$ cat config.mk
export PLATFORM = sky130hd
export DESIGN_NAME = inst_prefetch
export DESIGN_NICKNAME = d
export VERILOG_FILES = /design/src/rtl/global_pkg.sv /design/src/rtl/prefetch_fifo.sv /design/src/rtl/inst_prefetch.sv
export SDC_FILE = /design/constraint.sdc
export NUM_CORES = 1
export LEC_CHECK = 0
export ABC_AREA = 1
export CAP_MARGIN = 10
export CORE_UTILIZATION = 60
export DETAILED_ROUTE_END_ITERATION = 10
export PLACE_DENSITY = 0.82
export SYNTH_ARGS = -nofsm -noshare
export SYNTH_HDL_FRONTEND = slang
export SYNTH_HIERARCHICAL = 1
export SYNTH_SLANG_ARGS = --single-unit
$ cat constraint.sdc
create_clock -name clk -period 11.8 [get_ports clk]
set_input_delay 2.36 -clock clk [delete_from_list [all_inputs] [get_ports clk]]
set_output_delay 2.36 -clock clk [all_outputs]
set_load 0.01 [all_outputs]
$ cat src/rtl/global_pkg.sv
// Shared types and constants for the instruction prefetch buffer.
package global_pkg;

  typedef enum logic [1:0] {
    IDLE  = 2'd0,
    FETCH = 2'd1,
    DRAIN = 2'd2
  } prefetch_state_t;

  localparam int PREFETCH_DEPTH_DEFAULT = 4;
  localparam int PREFETCH_ENTRY_W       = 62;

  // Next sequential word address; wraps from 0xFFFFFFFC to 0x00000000.
  function automatic logic [31:0] next_word_addr(input logic [31:0] addr);
    return {addr[31:2] + 30'd1, 2'b00};
  endfunction

endpackage

$ cat src/rtl/prefetch_fifo.sv
// Prefetch FIFO holding {addr[31:2], word} entries; flush wins over push.
module prefetch_fifo
  import global_pkg::*;
#(
  parameter int DEPTH = PREFETCH_DEPTH_DEFAULT,
  parameter int WIDTH = PREFETCH_ENTRY_W
) (
  input  logic             clk,
  input  logic             rst,
  input  logic             push,
  input  logic             pop,
  input  logic             flush,
  input  logic [WIDTH-1:0] din,
  output logic [WIDTH-1:0] head,
  output logic             valid,
  output logic             full,
  output logic             almost_full
);

  localparam int AW = $clog2(DEPTH);

  logic [WIDTH-1:0] mem_r [DEPTH];
  logic [AW-1:0]    wr_ptr_r;
  logic [AW-1:0]    rd_ptr_r;
  logic [AW:0]      count_r;
  logic             do_pop_s;
  logic             do_push_s;

  // A push into a full FIFO is accepted only when a pop frees the head slot.
  always_comb begin
    do_pop_s  = pop && (count_r != (AW+1)'(0));
    do_push_s = push && ((count_r != (AW+1)'(DEPTH)) || do_pop_s);
  end

  // Pointer and occupancy tracking.
  always_ff @(posedge clk or posedge rst) begin
    if (rst) begin
      wr_ptr_r <= AW'(0);
      rd_ptr_r <= AW'(0);
      count_r  <= (AW+1)'(0);
    end else if (flush) begin
      wr_ptr_r <= AW'(0);
      rd_ptr_r <= AW'(0);
      count_r  <= (AW+1)'(0);
    end else begin
      if (do_push_s) wr_ptr_r <= wr_ptr_r + AW'(1);
      if (do_pop_s)  rd_ptr_r <= rd_ptr_r + AW'(1);
      case ({do_push_s, do_pop_s})
        2'b10:   count_r <= count_r + (AW+1)'(1);
        2'b01:   count_r <= count_r - (AW+1)'(1);
        default: count_r <= count_r;
      endcase
    end
  end

  // Entry storage.
  always_ff @(posedge clk) begin
    if (do_push_s && !flush) mem_r[wr_ptr_r] <= din;
  end

  assign head        = mem_r[rd_ptr_r];
  assign valid       = (count_r != (AW+1)'(0));
  assign full        = (count_r == (AW+1)'(DEPTH));
  assign almost_full = (count_r == (AW+1)'(DEPTH - 1));

endmodule

$ cat src/rtl/inst_prefetch.sv
// Sequential instruction prefetch buffer between core fetch port and memory.
// Optional PREFETCH_PERF_EN adds saturating hit_count / miss_count ports.
module inst_prefetch
  import global_pkg::*;
#(
  parameter int DEPTH = PREFETCH_DEPTH_DEFAULT
) (
  input  logic        clk,
  input  logic        rst,
  input  logic        cpu_cyc,
  input  logic        cpu_stb,
  input  logic        cpu_we,
  input  logic [31:0] cpu_adr,
  output logic [31:0] cpu_dat,
  output logic        cpu_ack,
  output logic        mem_cyc,
  output logic        mem_stb,
  output logic        mem_we,
  output logic [3:0]  mem_sel,
  output logic [31:0] mem_adr,
  input  logic [31:0] mem_dat,
  input  logic        mem_ack
`ifdef PREFETCH_PERF_EN
  ,
  output logic [31:0] hit_count,
  output logic [31:0] miss_count
`endif
);

  prefetch_state_t state_r, state_next_s;
  logic [31:0] fetch_addr_r, fetch_addr_next_s, mem_adr_r;
  logic [PREFETCH_ENTRY_W-1:0] head_s;
  logic valid_s, full_s, almost_full_s;
  logic req_s, wr_req_s, hit_s, pending_s, miss_s, push_s;
  logic adr_unused_s;

  assign adr_unused_s = ^cpu_adr[1:0];

  // Request classification; a pending core ack blanks the request for a cycle.
  always_comb begin
    req_s     = cpu_cyc && cpu_stb && !cpu_we && !cpu_ack;
    wr_req_s  = cpu_cyc && cpu_stb && cpu_we && !cpu_ack;
    hit_s     = req_s && valid_s && (head_s[61:32] == cpu_adr[31:2]);
    pending_s = req_s && !valid_s && (state_r == FETCH) &&
                (fetch_addr_r[31:2] == cpu_adr[31:2]);
    miss_s    = req_s && !hit_s && !pending_s;
    push_s    = (state_r == FETCH) && mem_ack && !miss_s;
  end

  prefetch_fifo #(.DEPTH(DEPTH), .WIDTH(PREFETCH_ENTRY_W)) u_fifo (
    .clk         (clk),
    .rst         (rst),
    .push        (push_s),
    .pop         (hit_s),
    .flush       (miss_s),
    .din         ({fetch_addr_r[31:2], mem_dat}),
    .head        (head_s),
    .valid       (valid_s),
    .full        (full_s),
    .almost_full (almost_full_s)
  );

  // State, fetch address and the address presented on the memory bus.
  always_ff @(posedge clk or posedge rst) begin
    if (rst) begin
      state_r      <= IDLE;
      fetch_addr_r <= 32'h0000_0000;
      mem_adr_r    <= 32'h0000_0000;
    end else begin
      state_r      <= state_next_s;
      fetch_addr_r <= fetch_addr_next_s;
      if (state_next_s == FETCH) mem_adr_r <= fetch_addr_next_s;
      else                       mem_adr_r <= mem_adr_r;
    end
  end

  // Next-state logic; DRAIN keeps the old address on the bus until its ack.
  always_comb begin
    state_next_s      = state_r;
    fetch_addr_next_s = fetch_addr_r;
    case (state_r)
      IDLE: begin
        if (miss_s) begin
          state_next_s      = FETCH;
          fetch_addr_next_s = {cpu_adr[31:2], 2'b00};
        end else if (!full_s || hit_s) begin
          state_next_s = FETCH;
        end else begin
          state_next_s = IDLE;
        end
      end
      FETCH: begin
        if (miss_s) begin
          fetch_addr_next_s = {cpu_adr[31:2], 2'b00};
          state_next_s      = mem_ack ? FETCH : DRAIN;
        end else if (mem_ack) begin
          fetch_addr_next_s = next_word_addr(fetch_addr_r);
          state_next_s      = (almost_full_s && !hit_s) ? IDLE : FETCH;
        end else begin
          state_next_s = FETCH;
        end
      end
      DRAIN: begin
        if (miss_s) fetch_addr_next_s = {cpu_adr[31:2], 2'b00};
        else        fetch_addr_next_s = fetch_addr_r;
        state_next_s = mem_ack ? FETCH : DRAIN;
      end
      default: begin
        state_next_s      = IDLE;
        fetch_addr_next_s = fetch_addr_r;
      end
    endcase
  end

  // Memory bus outputs decode straight from the state register.
  always_comb begin
    mem_cyc = (state_r != IDLE);
    mem_stb = (state_r != IDLE);
    mem_we  = 1'b0;
    mem_sel = 4'b1111;
    mem_adr = mem_adr_r;
  end

  // Core response: one-cycle ack for hits and writes.
  always_ff @(posedge clk or posedge rst) begin
    if (rst) begin
      cpu_ack <= 1'b0;
      cpu_dat <= 32'h0000_0000;
    end else begin
      cpu_ack <= hit_s || wr_req_s;
      if (hit_s) cpu_dat <= head_s[31:0];
      else       cpu_dat <= cpu_dat;
    end
  end

`ifdef PREFETCH_PERF_EN
  // Saturating hit/miss counters.
  always_ff @(posedge clk or posedge rst) begin
    if (rst) begin
      hit_count  <= 32'h0000_0000;
      miss_count <= 32'h0000_0000;
    end else begin
      if (hit_s && (hit_count != 32'hFFFF_FFFF))   hit_count  <= hit_count + 32'd1;
      if (miss_s && (miss_count != 32'hFFFF_FFFF)) miss_count <= miss_count + 32'd1;
    end
  end
`endif

endmodule
==> results of run 1 <==
-- cell usage in the layout (no fill, tap or decap), types with 2 or more instances in the layout --
| cell | netlist | final |
|---|---|---|
| sky130_fd_sc_hd__o21ai_0 | 134 | 134 |
| sky130_fd_sc_hd__nor2_1 | 210 | 206 |
| sky130_fd_sc_hd__o21ai_1 | 16 | 16 |
| sky130_fd_sc_hd__inv_2 | 12 | 12 |
| sky130_fd_sc_hd__nand2_4 | 2 | 2 |
| sky130_fd_sc_hd__clkinv_2 | 0 | 6 |
| sky130_fd_sc_hd__nor2_4 | 2 | 6 |
| sky130_fd_sc_hd__dfrtp_1 | 106 | 105 |
| sky130_fd_sc_hd__o22ai_1 | 64 | 64 |
| sky130_fd_sc_hd__inv_1 | 122 | 121 |
| sky130_fd_sc_hd__inv_4 | 1 | 2 |
| sky130_fd_sc_hd__clkbuf_1 | 18 | 7 |
| sky130_fd_sc_hd__nor2_2 | 5 | 5 |
| sky130_fd_sc_hd__nand3_1 | 105 | 105 |
| sky130_fd_sc_hd__nor3_4 | 2 | 2 |
| sky130_fd_sc_hd__inv_6 | 1 | 3 |
| sky130_fd_sc_hd__a31oi_1 | 4 | 4 |
| sky130_fd_sc_hd__nor4_1 | 2 | 2 |
| sky130_fd_sc_hd__conb_1 | 2 | 5 |
| sky130_fd_sc_hd__bufinv_16 | 0 | 6 |
| sky130_fd_sc_hd__nand2_2 | 5 | 5 |
| sky130_fd_sc_hd__ha_1 | 5 | 5 |
| sky130_fd_sc_hd__buf_4 | 10 | 14 |
| sky130_fd_sc_hd__a21boi_0 | 2 | 2 |
| sky130_fd_sc_hd__clkbuf_8 | 0 | 4 |
| sky130_fd_sc_hd__nor3_1 | 10 | 10 |
| sky130_fd_sc_hd__xor2_1 | 8 | 8 |
| sky130_fd_sc_hd__a21oi_1 | 6 | 6 |
| sky130_fd_sc_hd__clkdlybuf4s50_1 | 0 | 134 |
| sky130_fd_sc_hd__clkbuf_16 | 0 | 36 |
| sky130_fd_sc_hd__xnor2_1 | 18 | 18 |
| sky130_fd_sc_hd__nand3_2 | 6 | 6 |
| sky130_fd_sc_hd__clkinv_1 | 4 | 7 |
| sky130_fd_sc_hd__edfxtp_1 | 248 | 248 |
| sky130_fd_sc_hd__nand4_1 | 11 | 11 |
| sky130_fd_sc_hd__nand2_1 | 512 | 512 |
-- per-layer routing --
layer / vias to the layer above / GRT usage, % / routed length, um
met5: - / 0 / 0
met4: 0 / 12.4 / 1430
met3: 97 / 4.71 / 3550
met2: 626 / 49.0 / 19900
met1: 6018 / 41.3 / 17000
li1: 5914 / - / -
-- registers in the layout, indices dropped and copies added (netlist names) --
name / count
fetch_addr_r: 32
u_fifo/count_r: 3
mem_adr: 32
state_r: 2
cpu_ack: 1
u_fifo/mem_r: 248
u_fifo/wr_ptr_r: 2
u_fifo/rd_ptr_r: 2
cpu_dat: 32
-- worst paths after layout --
path                                                 from  slack (ns)                              to  depth (start not counted)
max in group asynchronous                             rst        8.26      fetch_addr_r[27]$_DFF_PP0_                          3
max reg2reg                u_fifo/rd_ptr_r[0]$_DFFE_PP0P_        6.00   u_fifo/mem_r[0][52]$_DFFE_PP_                         18
min reg2reg                       cpu_dat[18]$_DFFE_PP0P_        0.48         cpu_dat[18]$_DFFE_PP0P_                          2
min in group asynchronous                             rst        2.16  u_fifo/rd_ptr_r[1]$_DFFE_PP0P_                          2
max                                           cpu_adr[26]        5.54   u_fifo/mem_r[0][52]$_DFFE_PP_                         13
min                               cpu_dat[18]$_DFFE_PP0P_        0.48         cpu_dat[18]$_DFFE_PP0P_                          2
-- metrics by stage --
step,cell area (um2),power (mW)
floorplan,16300,2.38
global route,19000,4.15
CTS,19000,3.97
detailed placement,17700,2.76
global placement,17700,2.73
finish,19000,3.98
-- worst min-delay path, delay by kind of cell, from the launching register on --
family | cells | cell delay, ns
flops | 1 | 0.34
simple gates | 2 | 0.10
-- power breakdown --
| group | total (mW) | internal [mW] | leakage (nW) | switching [mW] |
|---|---|---|---|---|
| sequential | 1.82 | 1.62 | 3.61 | 0.200 |
| combinational | 0.953 | 0.332 | 3.69 | 0.621 |
| clock | 1.21 | 0.726 | 0.619 | 0.483 |
| total | 3.98 | 2.67 | 7.91 | 1.30 |
-- kinds of logic after synthesis --
group	count (synthesis)	synth area share, %
buffers and inverters	216	6.10
DFF	354	62.1
other	2	0.0462
adders and majority gates	6	0.508
AOI/OAI and AO/OA	231	7.80
xor gates and xnor gates	26	1.40
and+or+nand+nor	876	22.1
-- cell type report --
type / count / area share [%]
Antenna cell: 1 / 0.0132
Clock buffer: 47 / 5.17
Clock inverter: 19 / 1.45
Inverter: 140 / 2.82
Multi-Input combinational cell: 1144 / 27.5
Sequential cell: 354 / 53.2
Tap cell: 335 / 2.21
Timing Repair Buffer: 148 / 7.62
==> results.toml, run 1 <==
[drt]
route.antenna.remaining_nets = 0
drt_pass_1_iters = 5
via_count = 12700
wl_per_cell_um = 19.2
detail_route.vias_per_cell = 5.78
drt-initial-drc-count = 1498
totalWireLength_mm = 41.9
drt_drc_violations_left = 0

[critical_path]
critical_path.cell_chain = "clkdlybuf4s50_1, xnor2_1, nand3_1, nor2_1, nand2_1, nor2_4, buf_4, nor2_1, buf_4, clkinv_1, nand3_2, nor2_4, buf_4"
setup.worst_path.end_class = "register"
critPathMostFrequentCell = "sky130_fd_sc_hd__buf_4"
timing.critical_path.buf_inv = 5
crit_arrival_ns = 6.41
max_stage_delay_ns = 0.69
timing_worst_setup_path_type = "primary input to register"
timing.critical_path.from_type = "primary input"
worst-path-max-fanout = 47
critical_path.top_delay_family = "buffers and inverters"
cp_max_stage_cell = "sky130_fd_sc_hd__buf_4"
required_ns = 11.96

[timing]
final_clock_skew_ns = 0.0260
slew_headroom_pct = 32.5
hold_viol_final = 0
max_clock_freq_mhz = 160
layout_min_cycle_time_ns = 6.26
report.final.slew_viol_count = 0
whs_ns = 0.476
grt_setup_unrepaired = "no"
worst_pin_slew_ns = 1.01
setup_ws_ns = 5.54
timing.final.setup_violations = 0
period_utilization_pct = 53.0
final.setup.tns_ns = 0

[cells_and_area]
layoutNonFillerInstCount = 2188
final_layout_size_suffix_gt1_share_pct = 6.16
regArea_mm2 = 0.0101
multiInputGateArea_mm2 = 0.00522
area.growth.synth_to_final_pct = 16.7
nets = 1900
utilization_pct = 72.0
num-fill-cells = 1872

[grt]
gr-total-overflow = 0
antenna_violations_before_repair = 1
grt_first_pass_wirelength_mm = 65.0
grt.total_usage_pct = 30.3
vias_in_the_first_global_route = 12100
grt_start_max_net_pins = 126

[synthesis]
postSynthRegisterBits = 354
synth.cells.most_frequent = "512 x sky130_fd_sc_hd__nand2_1, 248 x sky130_fd_sc_hd__edfxtp_1, 210 x sky130_fd_sc_hd__nor2_1"
synthFlopType = "sky130_fd_sc_hd__edfxtp_1"
ys_async_sr_fraction_pct = 29.9
synth_top_area_share_pct = 45.8
synth_cell_types = 45
syn_avg_cell_area_um2 = 9.51
synth_top_cell_by_area = "sky130_fd_sc_hd__edfxtp_1"
synth-seq-area-share_pct = 62.1
synth_enable_flop_cells = 248
mappedNetlistArea_mm2 = 0.0163
synth_area_leaders = "sky130_fd_sc_hd__edfxtp_1 46%, sky130_fd_sc_hd__dfrtp_1 16%, sky130_fd_sc_hd__nand2_1 12%"
synth-warning-count = 6
synth_cells = 1711
yosysMostFrequentCell = "sky130_fd_sc_hd__nand2_1"

[clocking]
cts_root_buf = "sky130_fd_sc_hd__clkbuf_16"
numCtsBuffers = 36
clockBufferDepth = 3
cts_tree = "done"
cts_sinks = 354
cts-hold-fix-buffers = 0
clock_insertion_delay_worst_skew_ns = 0.55
post_cts.repair.setup_buffers = 0
postCtsResizedCells = 0
h-tree-depth = 2
clk_transition_reported_paths_ns = 0.06

[min_path]
worstHoldPathType = "register to register"

[power]
static_leakage_nw = 7.91
max-vdd-ir-drop_v = 0.000169
power-per-cell-area_mw_per_mm2 = 210

[floorplanning]
die_w_um = 167
die_area_mm2 = 0.0278
design.portCount = 142
std_cell_rows = 59
design.core.area_mm2 = 0.0264
floorplan.initialDensity_pct = 61.7
die-height_um = 167

[outcome]
status = "finished, final reports clean"

[run]
drv_cap = 0

[placement]
placedCellCount = 2121
place_hpwl_mm = 25.8
numPortBuffers = 134
dp_worst_setup_slack_ns = 5.04
place_congestion = 0.969
Note: power is estimated with default switching activity, not from simulation.
==> run 2, diff against run 1 <==
CORE_UTILIZATION = 52   (was 60)
PLACE_DENSITY = 0.76   (was 0.82)
clock period = 5.6 ns   (was 11.8 ns; I/O delays follow)
==> results.toml, run 2 (synthesis gave the netlist of run 1 again) <==
[timing]
worst_pin_slew_ns = 0.914
setup_ws_ns = 1.13
whs_ns = 0.473
grt_setup_unrepaired = "no"
final_clock_skew_ns = 0.0207
hold_viol_final = 0
timing.final.setup_violations = 0
final.setup.tns_ns = 0
period_utilization_pct = 79.8
slew_headroom_pct = 39.1
layout_min_cycle_time_ns = 4.47
max_clock_freq_mhz = 224
report.final.slew_viol_count = 0

[outcome]
status = "finished, final reports clean"

[cells_and_area]
num-fill-cells = 2496
final_layout_size_suffix_gt1_share_pct = 6.24
multiInputGateArea_mm2 = 0.00522
utilization_pct = 62.0
number_of_flip_flops_under_the_largest_register_name = 248
n_antenna_cell = 0
nets = 1908
largest-register = "u_fifo/mem_r"
area.growth.synth_to_final_pct = 16.9
final_area_mm2 = 0.0190
layout.cells.most_common = "sky130_fd_sc_hd__nand2_1"
layoutNonFillerInstCount = 2256
regArea_mm2 = 0.0101
most-common-layout-cells = "512 x sky130_fd_sc_hd__nand2_1, 248 x sky130_fd_sc_hd__edfxtp_1, 206 x sky130_fd_sc_hd__nor2_1"

[grt]
gr-total-overflow = 0
grt_start_max_net_pins = 126
grt_first_pass_wirelength_mm = 64.2
vias_in_the_first_global_route = 11700
grt.total_usage_pct = 26.4
antenna_violations_before_repair = 1

[clocking]
postCtsResizedCells = 0
clock_insertion_delay_worst_skew_ns = 0.52
clockBufferDepth = 3
cts_root_buf = "sky130_fd_sc_hd__clkbuf_16"
cts_sinks = 354
numCtsBuffers = 37
h-tree-depth = 2
post_cts.repair.setup_buffers = 0
cts-hold-fix-buffers = 0
cts_tree = "done"
clk_transition_reported_paths_ns = 0.06

[critical_path]
timing.critical_path.from_type = "register"
critical_path.cell_chain = "inv_6, o21ai_0, o22ai_1, nand2_1, nand2_1, inv_1, nand2_1, inv_1, nand2_1, nor2_1, nand2_1, nor2_4, nor2_1, clkinv_1, nand3_2, nor2_4, buf_4"
critPathMostFrequentCell = "sky130_fd_sc_hd__nand2_1"
required_ns = 5.79
worst-path-max-fanout = 125
crit_arrival_ns = 4.65
setup.worst_path.end_class = "register"
cp_max_stage_cell = "sky130_fd_sc_hd__inv_6"
max_stage_delay_ns = 0.65
timing_worst_setup_path_type = "register to register"

[placement]
dp_worst_setup_slack_ns = 1.04
placedInstanceArea_mm2 = 0.0179
place_hpwl_mm = 26.1
place_congestion = 0.953
placedCellCount = 2189
numPortBuffers = 134

[power]
post-layout-total-power_mw = 8.14
max-vdd-ir-drop_v = 0.000369
power-per-cell-area_mw_per_mm2 = 428
static_leakage_nw = 7.90

[drt]
totalWireLength_mm = 41.6
drt_pass_1_iters = 5
wl_per_cell_um = 18.4
route.antenna.remaining_nets = 0
drt_drc_violations_left = 0
via_count = 12500
drt-initial-drc-count = 1186
detail_route.vias_per_cell = 5.54

[floorplanning]
std_cell_rows = 64
design.portCount = 142
design.core.area_mm2 = 0.0307
die_area_mm2 = 0.0320
die_w_um = 179
floorplan.initialDensity_pct = 53.1
die-height_um = 179

[run]
drv_cap = 0

[min_path]
worstHoldPathType = "register to register"
-- run 2: critical path: cells and delay by family (launching register included) --
family / cells / cell delay (ns)
AND/OR/NAND/NOR: 10 / 1.49
flip-flops: 1 / 0.50
AO/OA/AOI/OAI: 2 / 0.53
buffers and inverters: 5 / 1.56
-- run 2: routing by layer --
layer / track usage, % / vias up / part of all wire, %
li1: - / 5923 / -
met1: 37.0 / 5921 / 42
met2: 42.6 / 581 / 47
met3: 4.24 / 70 / 8.7
met4: 7.52 / 2 / 2.2
met5: 0 / - / 0.031
-- run 2: power by group --
group | leakage, nW | internal, mW | total, mW | switching, mW
Sequential | 3.61 | 3.40 | 3.85 | 0.444
Clock | 0.563 | 1.35 | 2.32 | 0.968
Combinational | 3.73 | 0.711 | 1.97 | 1.26
-- run 2: area by class of cell --
type                    count  share of cell area [%]
well taps                 396                    2.61
flip-flops and latches    354                    53.1
repair buffers            155                    8.01
multi-input cells        1144                    27.5
clock buffers              51                    5.30
clock inverters            16                   0.691
inverters                 140                    2.82
-- run 2: path summary, 6_finish.rpt --
| path | slack, ns | cells past startpoint | endpoint | from |
|---|---|---|---|---|
| worst min-delay path | 0.47 | 2 | cpu_dat[24]$_DFFE_PP0P_ | cpu_dat[24]$_DFFE_PP0P_ |
| worst max register to register | 1.13 | 17 | u_fifo/mem_r[1][34]$_DFFE_PP_ | u_fifo/rd_ptr_r[0]$_DFFE_PP0P_ |
| worst min register to register | 0.47 | 2 | cpu_dat[24]$_DFFE_PP0P_ | cpu_dat[24]$_DFFE_PP0P_ |
| max in group asynchronous | 3.36 | 3 | cpu_dat[30]$_DFFE_PP0P_ | rst |
| worst max-delay path | 1.13 | 17 | u_fifo/mem_r[1][34]$_DFFE_PP_ | u_fifo/rd_ptr_r[0]$_DFFE_PP0P_ |
| min in group asynchronous | 1.00 | 2 | u_fifo/rd_ptr_r[1]$_DFFE_PP0P_ | rst |
